**config.mk**
```make
export PLATFORM = sky130hd
export DESIGN_NAME = pwr_switch_ack_emu
export DESIGN_NICKNAME = d
export VERILOG_FILES = /design/src/rtl/pwr_switch_ack_emu.sv
export SDC_FILE = /design/constraint.sdc
export NUM_CORES = 1
export LEC_CHECK = 0
export BUFFER_PORTS_ARGS = -buffer_cell sky130_fd_sc_hd__clkbuf_2
export CAP_MARGIN = 40
export CORE_ASPECT_RATIO = 1.4
export CORE_MARGIN = 2
export CORE_UTILIZATION = 25
export DETAILED_ROUTE_END_ITERATION = 10
export HOLD_SLACK_MARGIN = 0.05
export PLACE_DENSITY_LB_ADDON = 0.08
export SYNTH_ARGS = -nofsm -noshare
export SYNTH_HDL_FRONTEND = slang
export SYNTH_SLANG_ARGS = --single-unit
```
**constraint.sdc**
```tcl
create_clock -name clk_i -period 2.9 [get_ports clk_i]
set_input_delay 0.435 -clock clk_i [delete_from_list [all_inputs] [get_ports clk_i]]
set_output_delay 0.435 -clock clk_i [all_outputs]
set_load 0.05 [all_outputs]
```
**src/rtl/pwr_switch_ack_emu.sv**
```systemverilog
// Multi-channel power-switch acknowledge emulator with per-direction programmable latency.
// Each channel ramps toward its request and can abort when the request reverts.
module pwr_switch_ack_emu #(
   parameter int unsigned          NUM_CH      = 4,
   parameter int unsigned          LAT_W       = 8,
   parameter logic [NUM_CH-1:0]    ACK_RST     = '0,
   parameter logic [LAT_W-1:0]     DEF_ON_LAT  = 15,
   parameter logic [LAT_W-1:0]     DEF_OFF_LAT = 15
) (
   input  logic              clk_i,
   input  logic              rst_i,
   input  logic [NUM_CH-1:0] switch_i,
   input  logic              lat_we_i,
   input  logic [LAT_W-1:0]  on_lat_i,
   input  logic [LAT_W-1:0]  off_lat_i,
   output logic [NUM_CH-1:0] ack_o,
   output logic [NUM_CH-1:0] busy_o,
   output logic [NUM_CH-1:0] done_o
);

   typedef enum logic {StSteady, StRamp} state_e;

   state_e            state_q [NUM_CH];
   state_e            state_d [NUM_CH];
   logic [LAT_W-1:0]  cnt_q   [NUM_CH];
   logic [LAT_W-1:0]  cnt_d   [NUM_CH];
   logic [NUM_CH-1:0] ack_q, ack_d;
   logic [NUM_CH-1:0] done_q, done_d;
   logic [LAT_W-1:0]  on_lat_q, on_lat_d;
   logic [LAT_W-1:0]  off_lat_q, off_lat_d;
   logic [LAT_W-1:0]  on_init, off_init;

   // Counter preload is L-1, with a programmed latency of 0 treated as 1.
   assign on_init  = (on_lat_q  == '0) ? '0 : on_lat_q  - 1'b1;
   assign off_init = (off_lat_q == '0) ? '0 : off_lat_q - 1'b1;

   always_comb begin
      on_lat_d  = on_lat_q;
      off_lat_d = off_lat_q;
      if (lat_we_i) begin
         on_lat_d  = on_lat_i;
         off_lat_d = off_lat_i;
      end
   end

   always_comb begin
      ack_d  = ack_q;
      done_d = '0;
      for (int unsigned i = 0; i < NUM_CH; i++) begin
         state_d[i] = state_q[i];
         cnt_d[i]   = cnt_q[i];
         unique case (state_q[i])
            StSteady: begin
               if (switch_i[i] != ack_q[i]) begin
                  state_d[i] = StRamp;
                  cnt_d[i]   = switch_i[i] ? on_init : off_init;
               end
            end
            StRamp: begin
               if (switch_i[i] == ack_q[i]) begin
                  state_d[i] = StSteady;
               end else if (cnt_q[i] == '0) begin
                  ack_d[i]   = ~ack_q[i];
                  done_d[i]  = 1'b1;
                  state_d[i] = StSteady;
               end else begin
                  cnt_d[i] = cnt_q[i] - 1'b1;
               end
            end
         endcase
      end
   end

   always_ff @(posedge clk_i) begin
      if (rst_i) begin
         ack_q     <= ACK_RST;
         done_q    <= '0;
         on_lat_q  <= DEF_ON_LAT;
         off_lat_q <= DEF_OFF_LAT;
         for (int unsigned i = 0; i < NUM_CH; i++) begin
            state_q[i] <= StSteady;
            cnt_q[i]   <= '0;
         end
      end else begin
         ack_q     <= ack_d;
         done_q    <= done_d;
         on_lat_q  <= on_lat_d;
         off_lat_q <= off_lat_d;
         for (int unsigned i = 0; i < NUM_CH; i++) begin
            state_q[i] <= state_d[i];
            cnt_q[i]   <= cnt_d[i];
         end
      end
   end

   always_comb begin
      busy_o = '0;
      for (int unsigned i = 0; i < NUM_CH; i++) begin
         busy_o[i] = (state_q[i] == StRamp);
      end
   end

   assign ack_o  = ack_q;
   assign done_o = done_q;

endmodule

```
Yosys cells after proc, flatten, opt, wreduce, memory -nomap -nowiden
Memories as Yosys holds them, arrays and structs flattened.
Index checks and enable logic that the tools add are counted.
{ "word_totals": {"regBits": 24, "ramBits": 36, "input_bits": 23, "output_inout_bits": 12, "elab_cells": 113, "n_memories": 2} }
{ "mem_list": {"columns": ["name", "words", "width", "rd", "rd_ports_with_merged_regs", "write_ports", "line_no", "text"], "rows": [
  ["cnt_q", 4, 8, 4, 0, 4, "25", "logic [LAT_W-1:0] cnt_q [NUM_CH];"],
  ["state_q", 4, 1, 4, 0, 4, "23", "state_e state_q [NUM_CH];"]
]} }
{ "classes": {"addsub": 6, "n_eq_ne": 8, "n_mux": 53, "n_bitwise": 20, "n_reduce_logical": 14} }
{ "ops": {"columns": ["operator", "count"], "rows": [
  ["$mux 8", 22],
  ["$pmux 8 s2", 4],
  ["$logic_not 8->1", 6],
  ["$sub 8x1->8 const B", 6],
  ["$mux 1", 23],
  ["$not 1->1", 12],
  ["$reduce_and 3->1", 4],
  ["$reduce_or 3->1", 4],
  ["$or 1x1->1", 8],
  ["$pmux 1 s2", 4],
  ["$eq 1x1->1", 4],
  ["$ne 1x1->1", 4]
]} }

Logic depth before layout (Yosys ltp)
{ "logic_depth": {"ltp_word": 6, "ltp_mapped": 8, "mapped_depth_nobuf": 7} }

Least setup slack after synthesis
No wires, ideal clock.
{ "synth_path": {"kind": "register -> register", "from": "register off_lat_q[0]", "to": "memory cnt_q[0][5]", "arrival_ns": 1.956, "slack_ns": 0.870, "stages_incl_launch_ff": 8, "n_path_buf": 0, "synth_period_minus_slack_ns": 2.030, "cell_sequence": "dfxtp_1 > inv_1 > ha_1 > nor3b_1 > or4_4 > and2_4 > or4_1 > a31oi_1"} }
{ "synth_rtl": {"columns": ["element", "line_no", "text"], "rows": [
  ["start: declaration", "30", "logic [LAT_W-1:0] off_lat_q, off_lat_d;"],
  ["start signal: assignment", "88", "off_lat_q <= off_lat_d;"],
  ["end: declaration", "25", null]
]} }

==> results.py <==
metrics = {
    "run_status": {
        "status": "finished clean",
    },
    "drt": {
        "ant_nets": 0,
        "drc_errors": 0,
        "wl_per_cell_microns": 16.0,
        "drtIter0Drc": 127,
        "wl_microns": 10900,
        "viasPerCell": 5.07,
        "firstDrtPassIters": 4,
        "vias": 3468,
    },
    "synthesis": {
        "synthCells": 461,
        "syn_area_per_cell_sq_um": 7.75,
        "syn-num-nets": 492,
        "ys_seq_area_frac": 0.336,
        "synth-async-reset-ratio": 0,
        "synth_cell_types": 53,
        "synth_enable_flop_cells": 0,
        "yosysWarnings": 0,
        "syn_area_sq_mm": 0.00357,
        "synth_ff_type": "dfxtp_1",
        "synth_seq_cells": 60,
    },
    "clock_tree": {
        "cts_hold_buffers": 0,
        "clock-sinks": 60,
        "cts_tree": "yes",
        "cts-root-buf": "clkbuf_16",
        "cts_resized": 0,
        "htreeDepth": 3,
        "clock_latency_ps": 330,
        "clockBufferDepth": 2,
        "cts_setup_buffers": 0,
        "cts.clk_slew.worst_paths_ps": 50,
        "cts_made_buffers": 9,
    },
    "power_and_ir_drop": {
        "leakage_nw": 1.65,
        "power.density_mw_per_mm2": 634,
        "vdd_drop_max_v": 0.000228,
        "power.total_mw": 2.68,
    },
    "cells_and_area": {
        "fin_util": 0.304,
        "final_net_count": 526,
        "regArea_sq_mm": 0.00120,
        "area_growth_pct": 18.5,
        "diodes": 0,
        "fill_cells": 1600,
        "final_layout_size_suffix_gt1_frac": 0.140,
        "multi_input_area_sq_mm": 0.00218,
    },
    "worst_setup_path": {
        "slowest_stage": "mux2i_1",
        "crit_required_ps": 3090,
        "path_class": "reg -> reg",
        "crit_path_start_kind": "flip-flop",
        "r2r-start": "off_lat_q[0]",
        "max_stage_delay_ps": 560,
        "ff2ff_path_depth": 7,
        "r2r_slack_ps": 520,
        "r2r-end": "cnt_q[1][6]",
        "path_cells": "inv_1 -> ha_1 -> or3b_2 -> nor3_1 -> mux2i_1 -> mux2_2 -> a211oi_1",
        "cp_max_fo": 4,
        "worstPathBufferInverterCount": 1,
        "cp.arrival_ps": 2560,
        "path_delay_family": "multiplexers",
        "end_kind": "flip-flop",
    },
    "sta": {
        "max_freq_mhz": 421,
        "fin_crit_ps": 2380,
        "finalSetupViolations": 0,
        "relSlewSlack": 0.465,
        "worst_slew_pin_slew_ps": 794,
        "final.period_utilization": 0.820,
        "hold_viol": 0,
        "finalClockSkew_ps": 4.87,
        "grt_setup_unrepaired": "false",
        "slew_viol_final": 0,
        "fin_tns_setup_ps": 0,
    },
    "hold_path": {
        "hp-class": "in -> reg",
        "min_path_cells": 3,
        "min_from": "off_lat_i[2]",
        "min_to": "off_lat_q[2]",
    },
    "placed_design": {
        "port_buffers": 34,
        "hpwl_microns": 8000,
        "place.gp.congestion": 0.828,
    },
    "floorplanning": {
        "die_h_microns": 145,
        "rows": 51,
        "die_area_sq_mm": 0.0153,
        "start_util": 0.257,
        "die_w_microns": 105,
        "core_area_sq_mm": 0.0139,
        "io_pins": 35,
    },
    "grt": {
        "grt_max_degree": 54,
        "antenna_found_initial": 0,
        "grt_pass1_vias": 3363,
        "grt_overflow": 0,
        "grtUsageTotal": 0.148,
        "grt_first_pass_wirelength_microns": 18100,
    },
    "job": {
        "drv_cap": 0,
    },
}
-- area by class of cell --
class,instances,share of cell area
Clock buffer,13,0.0615
Clock inverter,2,0.00236
Inverter,25,0.0222
Multi-Input combinational cell,353,0.514
Sequential cell,60,0.284
Tap cell,185,0.0547
Timing Repair Buffer,46,0.0615
-- synthesized netlist by cell type (4+ instances only) --
library cell | number | area (sq um)
a31oi_1 | 15 | 93.8
nor2b_1 | 4 | 25.0
nand2_1 | 45 | 169
o211ai_1 | 12 | 90.1
o21ai_0 | 33 | 165
a21o_1 | 7 | 52.6
clkbuf_1 | 17 | 63.8
dfxtp_1 | 60 | 1200
a21oi_1 | 34 | 170
nor3b_1 | 5 | 37.5
o22ai_1 | 9 | 56.3
mux2i_1 | 18 | 180
or3_1 | 5 | 31.3
a211oi_1 | 8 | 60.1
nand2b_1 | 6 | 37.5
inv_1 | 25 | 93.8
nor4b_1 | 4 | 35.0
buf_4 | 4 | 30.0
o32ai_1 | 4 | 35.0
o31ai_1 | 4 | 30.0
nand3_1 | 14 | 70.1
or4_1 | 6 | 45.0
xnor2_1 | 6 | 52.6
nor3_1 | 15 | 75.1
a22oi_1 | 6 | 45.0
ha_1 | 8 | 100
nor2_1 | 45 | 169
-- per-layer routing --
layer	vias up	part of all wire	global-route usage
met5	-	0	0
met4	0	0.021	0.0580
li1	1777	-	-
met2	60	0.49	0.247
met1	1616	0.46	0.191
met3	15	0.029	0.0233
-- layout by cell type (no fill, tap or decap), types with 7 or more instances in the layout --
cell,count
nand2_1,45
a21o_1,7
o22ai_1,9
dfxtp_1,60
a21oi_1,34
inv_1,25
a31oi_1,15
clkbuf_2,34
ha_1,8
nand3_1,14
o211ai_1,12
mux2i_1,18
clkbuf_16,9
buf_4,12
nor2_1,45
o21ai_0,33
nor3_1,15
a211oi_1,8
-- power by group --
group	switching, mW	total, mW	internal [mW]
logic	0.415	0.681	0.266
clock network	0.372	0.989	0.617
registers	0.104	1.01	0.910
total	0.891	2.68	1.79
-- flip-flops by register name, summed over array words and instances (netlist names) --
signal and count:
on_lat_q 8, off_lat_q 8, ack_o 4, cnt_q 32
done_o 4, state_q 4
-- worst max-delay path by stage --
stage / cells after the start / startpoint / slack [ps] / endpoint
6_report: 7 / off_lat_q[0] / 520 / cnt_q[1][6]
5_1_grt: 7 / on_lat_q[0] / 370 / cnt_q[0][1]
4_1_cts: 7 / on_lat_q[0] / 490 / cnt_q[0][1]
3_5_place_dp: 7 / on_lat_q[0] / 510 / cnt_q[0][1]
3_3_place_gp: 7 / on_lat_q[0] / 520 / cnt_q[0][1]
2_1_floorplan: 7 / off_lat_q[0] / 870 / cnt_q[0][5]
-- worst min-delay path, delay by kind of cell --
kind / cells / cell delay, ps
buf+inv: 1 / 80
mux: 1 / 60
simple gates: 1 / 60
-- logic make-up after synthesis --
family | Yosys count | synth area share
adders and majority gates | 8 | 0.0280
muxes | 20 | 0.0567
buffers and inverters | 48 | 0.0546
AOI/OAI and AO/OA | 151 | 0.269
and+or+nand+nor | 167 | 0.238
xor gates and xnor gates | 7 | 0.0172
DFF | 60 | 0.336
-- stage by stage --
step | instances | hold slack, ps | worst slack [ps] | area, sq um
6_report | 684 | 328 | 523 | 4230
4_1_cts | 684 | 320 | 492 | 4230
5_1_grt | 684 | 341 | 370 | 4230
2_1_floorplan | 461 | 474 | 870 | 3570
3_3_place_gp | 669 | 474 | 522 | 3960
3_5_place_dp | 669 | 480 | 508 | 3960
Note: power is estimated with default switching activity, not from simulation.
